--- config.mk ---
export PLATFORM = sky130hd
export DESIGN_NAME = rv32_hart_scheduler
export DESIGN_NICKNAME = d
export VERILOG_FILES = /design/src/rtl/rv32_pkg.sv /design/src/rtl/rv32_hart_fsm.sv /design/src/rtl/rv32_rr_arbiter.sv /design/src/rtl/rv32_hart_scheduler.sv
export SDC_FILE = /design/constraint.sdc
export NUM_CORES = 1
export LEC_CHECK = 0
export BUFFER_PORTS_ARGS = -buffer_cell sky130_fd_sc_hd__buf_2
export CAP_MARGIN = 20
export CORE_ASPECT_RATIO = 0.8
export CORE_UTILIZATION = 50
export CTS_CLUSTER_DIAMETER = 200
export DETAILED_ROUTE_END_ITERATION = 7
export GPL_ROUTABILITY_DRIVEN = 1
export PLACE_DENSITY = 0.78
export SETUP_SLACK_MARGIN = 0.05
export SLEW_MARGIN = 20
export SYNTH_ARGS = -nofsm -noshare
export SYNTH_HDL_FRONTEND = slang
export SYNTH_SLANG_ARGS = --single-unit
--- constraint.sdc ---
create_clock -name clk -period 9.8 [get_ports clk]
set_input_delay 2.94 -clock clk [delete_from_list [all_inputs] [get_ports clk]]
set_output_delay 2.94 -clock clk [all_outputs]
set_load 0.01 [all_outputs]
--- src/rtl/rv32_pkg.sv ---
// Shared types for the RV32 hart scheduler: per-hart state encoding and defaults.
package rv32_pkg;

    typedef enum logic [1:0] {
        HS_IDLE = 2'd0,
        HS_RUN  = 2'd1,
        HS_WAIT = 2'd2,
        HS_TRAP = 2'd3
    } rv32_hart_state_t;

    localparam int RV32_NUM_HARTS = 8;
    localparam int RV32_CNT_W     = 32;

endpackage

--- src/rtl/rv32_hart_fsm.sv ---
// Per-hart IDLE/RUN/WAIT/TRAP state machine; events arrive already decoded for this hart.
module rv32_hart_fsm
    import rv32_pkg::*;
(
    input  logic             i_clk,
    input  logic             i_rst,
    input  logic             i_en,
    input  logic             i_trap,
    input  logic             i_stall_set,
    input  logic             i_stall_clr,
    input  logic             i_trap_ack,
    output rv32_hart_state_t o_state
);

    rv32_hart_state_t r_state;
    rv32_hart_state_t w_next;

    always_ff @(posedge i_clk or posedge i_rst) begin
        if (i_rst) r_state <= HS_IDLE;
        else       r_state <= w_next;
    end

    // Highest-priority event that applies in the current state wins.
    always_comb begin
        w_next = r_state;
        if (!i_en) begin
            w_next = HS_IDLE;
        end else begin
            case (r_state)
                HS_IDLE: w_next = HS_RUN;
                HS_RUN: begin
                    if (i_trap)           w_next = HS_TRAP;
                    else if (i_stall_set) w_next = HS_WAIT;
                end
                HS_WAIT: begin
                    if (i_trap)           w_next = HS_TRAP;
                    else if (i_stall_clr) w_next = HS_RUN;
                end
                HS_TRAP: begin
                    if (i_trap_ack)       w_next = HS_RUN;
                end
                default: w_next = HS_IDLE;
            endcase
        end
    end

    assign o_state = r_state;

endmodule

--- src/rtl/rv32_rr_arbiter.sv ---
// Combinational round-robin search: first requesting index at or above i_ptr, wrapping.
module rv32_rr_arbiter #(
    parameter int N     = 8,
    parameter int IDX_W = $clog2(N)
) (
    input  logic [N-1:0]     i_req,
    input  logic [IDX_W-1:0] i_ptr,
    output logic             o_gnt_valid,
    output logic [IDX_W-1:0] o_gnt_idx
);

    logic [IDX_W:0] w_sum;

    always_comb begin
        o_gnt_valid = 1'b0;
        o_gnt_idx   = '0;
        w_sum       = '0;
        for (int k = 0; k < N; k++) begin
            w_sum = {1'b0, i_ptr} + (IDX_W+1)'(k);
            if (w_sum >= (IDX_W+1)'(N))
                w_sum = w_sum - (IDX_W+1)'(N);
            if (!o_gnt_valid && i_req[w_sum[IDX_W-1:0]]) begin
                o_gnt_valid = 1'b1;
                o_gnt_idx   = w_sum[IDX_W-1:0];
            end
        end
    end

endmodule

--- src/rtl/rv32_hart_scheduler.sv ---
// Barrel-style hart scheduler: per-hart FSMs feed a round-robin issue offer.
// Optional per-hart issue counters built when RV32_HART_PERF_EN is defined.
module rv32_hart_scheduler
    import rv32_pkg::*;
#(
    parameter int NUM_HARTS = RV32_NUM_HARTS,
    parameter int HART_ID_W = $clog2(NUM_HARTS)
) (
    input  logic                   clk,
    input  logic                   rst,
    input  logic [NUM_HARTS-1:0]   hart_en,
    input  logic                   issue_ready,
    output logic                   issue_valid,
    output logic [HART_ID_W-1:0]   issue_hart,
    input  logic                   stall_set,
    input  logic [HART_ID_W-1:0]   stall_set_hart,
    input  logic                   stall_clr,
    input  logic [HART_ID_W-1:0]   stall_clr_hart,
    input  logic                   trap,
    input  logic [HART_ID_W-1:0]   trap_hart,
    input  logic                   trap_ack,
    input  logic [HART_ID_W-1:0]   trap_ack_hart,
    output logic [2*NUM_HARTS-1:0] hart_state,
    output logic                   all_idle
`ifdef RV32_HART_PERF_EN
    ,
    input  logic                            perf_clr,
    output logic [RV32_CNT_W*NUM_HARTS-1:0] issue_cnt
`endif
);

    rv32_hart_state_t     w_state [NUM_HARTS];
    logic [NUM_HARTS-1:0] w_run;
    logic [NUM_HARTS-1:0] w_busy;
    logic [HART_ID_W-1:0] r_rr_ptr;
    logic                 w_xfer;

    for (genvar g = 0; g < NUM_HARTS; g++) begin : g_hart
        rv32_hart_fsm u_fsm (
            .i_clk       (clk),
            .i_rst       (rst),
            .i_en        (hart_en[g]),
            .i_trap      (trap      && (trap_hart      == HART_ID_W'(g))),
            .i_stall_set (stall_set && (stall_set_hart == HART_ID_W'(g))),
            .i_stall_clr (stall_clr && (stall_clr_hart == HART_ID_W'(g))),
            .i_trap_ack  (trap_ack  && (trap_ack_hart  == HART_ID_W'(g))),
            .o_state     (w_state[g])
        );
        assign hart_state[2*g +: 2] = w_state[g];
        assign w_run[g]  = (w_state[g] == HS_RUN);
        assign w_busy[g] = (w_state[g] == HS_RUN) || (w_state[g] == HS_WAIT);
    end

    rv32_rr_arbiter #(
        .N     (NUM_HARTS),
        .IDX_W (HART_ID_W)
    ) u_arb (
        .i_req       (w_run),
        .i_ptr       (r_rr_ptr),
        .o_gnt_valid (issue_valid),
        .o_gnt_idx   (issue_hart)
    );

    assign w_xfer   = issue_valid && issue_ready;
    assign all_idle = ~|w_busy;

    // Pointer only moves on a transfer, which keeps the offer stable under backpressure.
    always_ff @(posedge clk or posedge rst) begin
        if (rst) begin
            r_rr_ptr <= '0;
        end else if (w_xfer) begin
            if (issue_hart == HART_ID_W'(NUM_HARTS-1)) r_rr_ptr <= '0;
            else                                        r_rr_ptr <= issue_hart + 1'b1;
        end
    end

`ifdef RV32_HART_PERF_EN
    logic [NUM_HARTS-1:0][RV32_CNT_W-1:0] r_issue_cnt;

    always_ff @(posedge clk or posedge rst) begin
        if (rst)
            r_issue_cnt <= '0;
        else if (perf_clr)
            r_issue_cnt <= '0;
        else if (w_xfer)
            r_issue_cnt[issue_hart] <= r_issue_cnt[issue_hart] + 1'b1;
    end

    assign issue_cnt = r_issue_cnt;
`endif

endmodule

Word-level counts from Yosys, hierarchy flattened

Index checks and enable logic that the tools add are counted.

Flip-flop bits (word level): 19
Output and inout port bits: 21
Word-level logic and storage cells: 292

Add/subtract/negate cells: 16
$lt $le $gt $ge: 16
Eq/ne operators: 77
Muxes and demuxes: 97
Reduce and logical (&&, ||, !) cells: 77

Operators by type and width:

| cell                                                 | number |
|---|---|
| 2-to-1 mux 2 bit                                     | 48 |
| one-hot mux 2 bit (4 select lines)                   | 8 |
| equality test 3 bit (second input constant)          | 17 |
| 2-to-1 mux 3 bit                                     | 17 |
| logical AND 1 bit                                    | 40 |
| equality test 2 bit (second input constant)          | 16 |
| < comparator 3 x 4 -> 1 bit (second input constant)  | 8 |
| != test 4 x 2 -> 1 bit (second input constant)       | 8 |
| != test 4 bit (second input constant)                | 8 |
| >= comparator 4 bit (second input constant)          | 7 |
| binary-select mux 1 bit (select 3 bit)               | 8 |
| equality test 3 x 2 -> 1 bit (second input constant) | 8 |
| != test 3 x 2 -> 1 bit (second input constant)       | 8 |
| AND reduction 3 bit                                  | 8 |
| subtractor 3 x 1 -> 3 bit (second input constant)    | 8 |
| adder 3 x 3 -> 4 bit (second input constant)         | 4 |
| equality test 2 x 1 -> 1 bit (second input constant) | 8 |
| logical NOT 2 bit                                    | 8 |
| 2-to-1 mux 1 bit                                     | 16 |
| equality test 3 x 1 -> 1 bit (second input constant) | 4 |
| logical NOT 3 bit                                    | 4 |
| adder 3 x 2 -> 4 bit (second input constant)         | 2 |
| logical NOT 1 bit                                    | 8 |
| logical OR 1 bit                                     | 8 |
| other kinds (4)                                      | 4 |

Logic depth before layout (Yosys ltp)

Gate-level depths: netlist of run 1.

Depth after elaboration: 28
Depth in mapped cells: 15
Gate-level depth less buffers: 12

Hierarchy

Synthesis of run 1 repeated with hierarchy kept, for this count alone.

Cells, all modules: 364
Area total of the unflattened synthesis: 3089.2 sq um

By module, submodules not included:

| module              | instances | cells each | area an instance (sq um) | seq. area each (sq um) |
|---|---|---|---|---|
| rv32_hart_fsm       | 8         | 20         | 182.7                    | 50.0 |
| rv32_rr_arbiter     | 1         | 121        | 1081.0                   | 0.0 |
| rv32_hart_scheduler | 1         | 83         | 546.8                    | 75.1 |

Worst setup path before layout of run 1

OpenSTA, ideal clock, no wires.

Path type: flip-flop to output port
Start: register r_rr_ptr[1]
End: output port issue_hart[0]
Arrival time: 3.214 ns
Path slack: 3.646 ns
Stages on the path, launching flop included: 12
Path buffers: 3
Cells stage by stage: dfrtp_1 buf_6 clkbuf_1 inv_1 ha_1 buf_2 mux4_2 a22oi_1 a22oi_1 or3_1 or4_4 o211ai_2

Cells in the longest elaborated chain, start to end: 26

Ends and longest elaborated chain:

| element                                                       | line                      | source |
|---|---|---|
| start: declaration                                            | rv32_hart_scheduler.sv:35 | `logic [HART_ID_W-1:0] r_rr_ptr;` |
| start signal: assignment                                      | rv32_hart_scheduler.sv:73 | `else r_rr_ptr <= issue_hart + 1'b1;` |
| branches (longest 25 deep; another with adder 3 x 1 -> 4 bit) | n/a                       |  |
| 2-to-1 mux 3 bit *                                            | rv32_rr_arbiter.sv:22     | `if (!o_gnt_valid && i_req[w_sum[IDX_W-1:0]]) begin` |
| end: declaration                                              | rv32_hart_scheduler.sv:14 | `output logic [HART_ID_W-1:0] issue_hart,` |

Mark *: on every way between the ends. The select of a mux whose other input is x is not followed.

Worst setup path in the final report of run 1

Start: register r_rr_ptr[0]
End: output port issue_hart[0]

Same word-level chain as after synthesis.

==> results of run 1 <==
[metal layers]
metal | up-vias | GRT usage [%]
met1 | 1161 | 38.55
met5 | - | 0
met2 | 114 | 42.05
li1 | 1181 | -
met4 | 0 | 7.456
met3 | 16 | 5.241
[worst max-delay path, stage by stage (launching register included)]
cell and delay (ns):
dfrtp_1 0.70, clkinv_1 0.38, ha_1 0.66, mux4_2 0.57, mux2i_1 0.16, a22oi_1 0.14
or3_1 0.37, or4_4 0.52, o211ai_2 0.12, buf_2 0.17
[layout by cell type (no fill, tap or decap), drive strengths merged, types with 2 or more instances in the layout]
cell type  count
o211ai         3
nand2b         6
o21ai         20
nand4          4
inv           29
buf           47
a211oi        10
nor2b          7
mux4          13
mux2           5
or3            9
nor2          12
nor3b          2
a22oi         12
a21boi         6
mux2i          7
ha            35
and2           2
nand3          9
a21o           2
a21oi         13
clkbuf         3
a2111oi        9
xnor2          4
o31ai          3
dfrtp         19
a22o           3
nor3           3
nand2         25
[state kept, by name, summed over array words and instances (netlist names)]
name and count:
g_hart.u_fsm.o_state 16, r_rr_ptr 3
[final cells by class]
type,count,share of cell area [%]
clock inverters,1,0.2594
multi-input cells,234,67.27
clock buffers,3,1.427
well taps,60,2.594
repair buffers,47,8.128
flip-flops and latches,19,16.43
inverters,30,3.891
[metrics by stage]
step | instances | hold WS, ns
final | 394 | 0.5981
after global routing | 394 | 0.6462
after CTS | 394 | 0.6024
after detailed placement | 390 | 0.5900
after global placement | 390 | 0.5811
after floorplan | 289 | 0.5940
[cell families (layout without fill, tap and decap cells)]
kind of cell             Yosys count  in the layout  share of synthesized area [%]
XOR/XNOR                           5              5                          1.701
AO/OA/AOI/OAI                     88             88                          23.86
AND/OR/NAND/NOR                   81             81                          15.89
buffers and inverters             36             81                          5.928
flip-flops                        19             19                          18.46
multiplexers                      25             25                          17.15
adder cells (fa/ha/maj)           35             35                          17.01
[path summary, 6_finish.rpt]
path | end | start | slack (ns) | cells after the start
min in group asynchronous | g_hart[1].u_fsm.o_state[0]$_DFFE_PP0P_ | rst | 2.80 | 2
max | issue_hart[0] | r_rr_ptr[0]$_DFFE_PP0P_ | 2.79 | 9
min reg2reg | g_hart[3].u_fsm.o_state[1]$_DFFE_PP0P_ | g_hart[3].u_fsm.o_state[1]$_DFFE_PP0P_ | 0.60 | 2
max in group asynchronous | g_hart[0].u_fsm.o_state[0]$_DFFE_PP0P_ | rst | 6.49 | 2
min | g_hart[3].u_fsm.o_state[1]$_DFFE_PP0P_ | g_hart[3].u_fsm.o_state[1]$_DFFE_PP0P_ | 0.60 | 2
max reg2reg | r_rr_ptr[1]$_DFFE_PP0P_ | r_rr_ptr[0]$_DFFE_PP0P_ | 5.54 | 10
[report_power, final]
group / internal, mW / switching (mW) / total, mW
sequential: 0.109 / 0.0613 / 0.170
combinational: 0.431 / 0.523 / 0.954
clock: 0.0288 / 0.0323 / 0.0612
==> metrics.yaml, run 1 <==
sta:
  rsz0062_at_grt: "no"
  fin_setup_tns_ns: 0
  tightest_slew_ns: 0.8097
  min_period_ns: 7.007
  report.final.setup_viol: 0
  finClkSkew_ns: 0.01258
  max_freq_mhz: 142.7
  drv_slew: 0
  hold_violations: 0
  fin_crit_sh_pct: 71.50
  fin_ws_ns: 2.793
  slew_headroom_pct: 45.96
synth:
  yosysWarnings: 0
  synth_area_leader_cell: "dfrtp_1"
  synth_ff_type: "dfrtp_1"
  yosysTopAreaCellShare_pct: 18.46
  synth_edf_count: 0
  syn_area_per_cell_sq_um: 8.910
  synth_common_cells: "ha_1 (35), inv_1 (29), nand2_1 (24)"
  yosys.cell_types.count: 49
  ys_ff_latch: 19
  yosysSeqAreaShare_pct: 18.46
  netlist_area_sq_um: 2575
  syn-num-nets: 351
  synth_area_leaders: "dfrtp_1 (18%), ha_1 (17%), mux4_2 (7.9%)"
  synthCells: 289
  synthMostInstantiatedCell: "ha_1"
  async_reset_ff_share_pct: 100.0
layout:
  fill_cells: 437
  ff_latch_area_sq_um: 475.5
  fin_area_sq_um: 2894
  area_growth_pct: 12.39
  nNetsFinal: 397
  post-route-util_pct: 60.77
  multiInputGateArea_sq_um: 1947
  layout-drive-gt1-share_pct: 21.26
  diodes: 0
hold_path:
  hp-class: "flop to flop"
clocking:
  clk_latency_ns: 0.28
  cts_buffer_depth: 2
  cts_hold_buffers: 0
  clk_pin_slew_ns: 0.09
  ctsResizeCount: 0
  cts_tree: "built"
  postCtsSetupRepairBufs: 0
  numCtsBuffers: 3
  cts_sinks: 19
  h-tree-depth: 1
  clock-root-buffer: "clkbuf_8"
global_routing:
  grt_pass1_vias: 2310
  grt_pass1_wl_um: 11120
  antenna_found_initial: 0
  grt_start_max_net_pins: 20
  track_usage_pct: 27.26
  grt-ovfl-total: 0
flow_run:
  drv_cap: 0
run_status:
  outcome: "finished clean"
setup_path:
  path_max_fanout: 14
  crit_type: "flop to primary output"
  worstSetupStartpointType: "flop"
  cp.arrival_ns: 4.07
  critPathRequiredTime_ns: 6.86
  endpoint_kind: "primary output"
place:
  place_hpwl_um: 5259
  port_buffers: 47
  place_ws_ns: 3.109
  gp_congestion: 0.8916
  dpl_cell_area_sq_um: 2845
floorplan:
  start_util_pct: 54.07
  num_rows: 22
  coreArea_sq_um: 4762
  pin_count: 48
  die_x_um: 82.24
  dieArea_sq_um: 5443
  die_h_um: 66.19
detailed_routing:
  first_iter_violations: 222
  drc: 0
  wl_met2_um: 2838
  wirelength_um: 6525
  top_layer: "met4"
  route.met3.wl_um: 504
  wl_per_cell_um: 16.56
  dr.pass1.iters: 5
  vias_per_cell: 6.274
  vias: 2472
  ant_nets: 0
  wl_met1_um: 3088
pwr:
  p_leak_nw: 1.289
  peakVddDrop_v: 0.0001963
  total_power_mw: 1.185
  power_density_nw_per_um2: 409.4
(Power assumes the default switching activity.)
==> run 2: changes to the inputs <==
==> constraint.sdc (replaced) <==
create_clock -name clk -period 6.6 [get_ports clk]
set_input_delay 1.98 -clock clk [delete_from_list [all_inputs] [get_ports clk]]
set_output_delay 1.98 -clock clk [all_outputs]
set_load 0.01 [all_outputs]
==> run 2 against run 1 <==
  * Global-route usage is 0.60 points lower
  * Clock power is 44% higher
  * Core utilization up 0.16 points
  * Critical endpoint unchanged
  * Via count grew 1.3%
  * Critical path depth unchanged
  * Worst setup slack got worse by 2.3 ns
==> metrics.yaml, run 2 (synthesis results as in run 1) <==
run_status:
  outcome: "finished clean"
floorplan:
  pin_count: 48  # unchanged
  num_rows: 22  # unchanged
  die_h_um: 66.19  # unchanged
  dieArea_sq_um: 5443  # unchanged
  die_x_um: 82.24  # unchanged
  start_util_pct: 54.07  # unchanged
  coreArea_sq_um: 4762  # unchanged
sta:
  finClkSkew_ns: 0.01298  # +0.0004003 ns
  fin_setup_tns_ns: 0  # unchanged
  rsz0062_at_grt: "no"
  drv_slew: 0  # unchanged
  max_freq_mhz: 163.8
  slew_headroom_pct: 46.16  # +0.20 points
  fin_crit_sh_pct: 92.50
  hold_violations: 0  # unchanged
  min_period_ns: 6.105
  report.final.setup_viol: 0  # unchanged
  tightest_slew_ns: 0.8068  # -0.002924 ns
clocking:
  clock-root-buffer: "clkbuf_8"
  postCtsSetupRepairBufs: 0  # unchanged
  h-tree-depth: 1  # unchanged
  clk_pin_slew_ns: 0.09  # about the same
  ctsResizeCount: 0  # unchanged
  cts_hold_buffers: 0  # unchanged
  cts_buffer_depth: 2  # unchanged
  cts_sinks: 19  # unchanged
  cts_tree: "built"
  numCtsBuffers: 3  # unchanged
  clk_latency_ns: 0.27  # about the same
detailed_routing:
  drc: 0  # unchanged
  vias_per_cell: 6.339  # +1.0%
  ant_nets: 0  # unchanged
  wl_per_cell_um: 16.86  # +1.8%
  vias: 2504  # +1.3%
  wirelength_um: 6660  # +2.1%
  dr.pass1.iters: 5  # unchanged
  first_iter_violations: 350  # +58%
setup_path:
  worst-path-buf-inv: 2  # unchanged
  path_max_fanout: 14  # unchanged
  reg2reg_to: "r_rr_ptr[1]$_DFFE_PP0P_"
  endpoint_kind: "primary output"
  crit_type: "flop to primary output"
  cpMaxStageDelayCell: "dfrtp_1"
  critPathRequiredTime_ns: 4.62  # -2.24 ns
  cp-endpoint: "issue_hart[0]"
  crit_chain: "clkinv_1 -> ha_1 -> mux4_2 -> mux2i_1 -> a22oi_1 -> or3_1 -> or4_4 -> o211ai_2 -> buf_2"
  cp.arrival_ns: 4.13  # +0.06 ns
  regToRegSetupSlack_ns: 2.28  # -3.26 ns
  worstSetupStartpointType: "flop"
  cp_top_family: "simple AND/OR/NAND/NOR gates"
  reg2reg_from: "r_rr_ptr[0]$_DFFE_PP0P_"
  crit_start: "r_rr_ptr[0]$_DFFE_PP0P_"
  reg2regPathDepth: 10  # unchanged
  max_stage_delay_ns: 0.70  # about the same
  cp.depth: 9  # unchanged
global_routing:
  grt-ovfl-total: 0  # unchanged
  grt_pass1_wl_um: 10890  # -2.0%
  grt_pass1_vias: 2293  # -0.74%
  track_usage_pct: 26.66  # -0.60 points
  grt_start_max_net_pins: 20  # unchanged
  antenna_found_initial: 0  # unchanged
pwr:
  peakVddDrop_v: 0.0002823  # +44%
  swShare_pct: 52.20  # +0.14 points
  total_power_mw: 1.771  # +49%
  internal_power_mw: 0.8463  # +49%
  switching_power_mw: 0.9243  # +50%
  clock_power_share_pct: 5.0  # -0.2 points
  combPwrFrac_pct: 81.7  # +1.2 points
  p_leak_nw: 1.294  # +0.37%
  power_density_nw_per_um2: 610.2  # +49%
  p_seq_share_pct: 13.4  # -0.9 points
place:
  dp.cells: 391  # +0.26%
  place_hpwl_um: 5376  # +2.2%
  port_buffers: 47  # unchanged
  gp_congestion: 0.9051  # +1.5%
flow_run:
  drv_cap: 0  # unchanged
layout:
  largest_reg_flops: 16  # unchanged
  diodes: 0  # unchanged
  layout-drive-gt1-share_pct: 21.49  # +0.24 points
  layout_commonest_cell: "buf_2"
  nNetsFinal: 398  # +0.25%
  post-route-util_pct: 60.93  # +0.16 points
  final_cell_mix: "buf_2 (47), ha_1 (35), inv_1 (29), nand2_1 (24), o21ai_0 (20)"
  finalNonFillerCells: 395  # +0.25%
  area_growth_pct: 12.68
hold_path:
  hp-class: "flop to flop"
==> run 2: worst min-delay path by stage <==
stage,start,to,cells past startpoint,slack [ns]
after global routing,g_hart[4].u_fsm.o_state[1]$_DFFE_PP0P_,g_hart[4].u_fsm.o_state[1]$_DFFE_PP0P_,2,0.63
after global placement,g_hart[3].u_fsm.o_state[1]$_DFFE_PP0P_,g_hart[3].u_fsm.o_state[1]$_DFFE_PP0P_,2,0.58
after detailed placement,g_hart[3].u_fsm.o_state[1]$_DFFE_PP0P_,g_hart[3].u_fsm.o_state[1]$_DFFE_PP0P_,2,0.59
after floorplan,g_hart[3].u_fsm.o_state[1]$_DFFE_PP0P_,g_hart[3].u_fsm.o_state[1]$_DFFE_PP0P_,2,0.59
after CTS,g_hart[3].u_fsm.o_state[1]$_DFFE_PP0P_,g_hart[3].u_fsm.o_state[1]$_DFFE_PP0P_,2,0.60
final,g_hart[3].u_fsm.o_state[1]$_DFFE_PP0P_,g_hart[3].u_fsm.o_state[1]$_DFFE_PP0P_,2,0.59
==> run 2: area by class of cell <==
class                      count  area, sq um
inverter                      30        112.6
clock buffer                   3        41.29
clock inverter                 1        7.507
timing repair buffer          48        242.7
multi-input combinational    234         1947
sequential                    19        475.5
fill                         436         1861
tap                           60        75.07
==> run 2: layer usage <==
metal	track usage, %	vias to the layer above	share of wire (%)
met5	0	-	0
met1	38.01	1151	45
met3	4.276	15	10
li1	-	1188	-
met4	6.140	0	1.4
met2	41.94	150	44
==> run 2: power by group through the flow <==
stage / logic, mW / clock network, mW / registers [mW]
after detailed placement: 1.41 / 0 / 0.239
after global routing: 1.58 / 0.0949 / 0.247
after CTS: 1.41 / 0.0910 / 0.237
after global placement: 1.38 / 0 / 0.235
after floorplan: 1.09 / 0 / 0.225
final: 1.45 / 0.0882 / 0.237
==> run 2: metrics by stage <==
step	hold WS [ns]	setup WS, ns	area, sq um
3_5_place_dp	0.5875	0.8634	2853
2_1_floorplan	0.5940	1.406	2575
4_1_cts	0.6010	0.5478	2902
5_1_grt	0.6265	0.2412	2902
6_report	0.5921	0.4948	2902
3_3_place_gp	0.5786	0.9736	2853
==> run 2: tightest hold or removal path, stage by stage (launching register included) <==
cell and delay [ns]:
dfrtp_1 0.43, nand2_1 0.08, a21oi_1 0.05
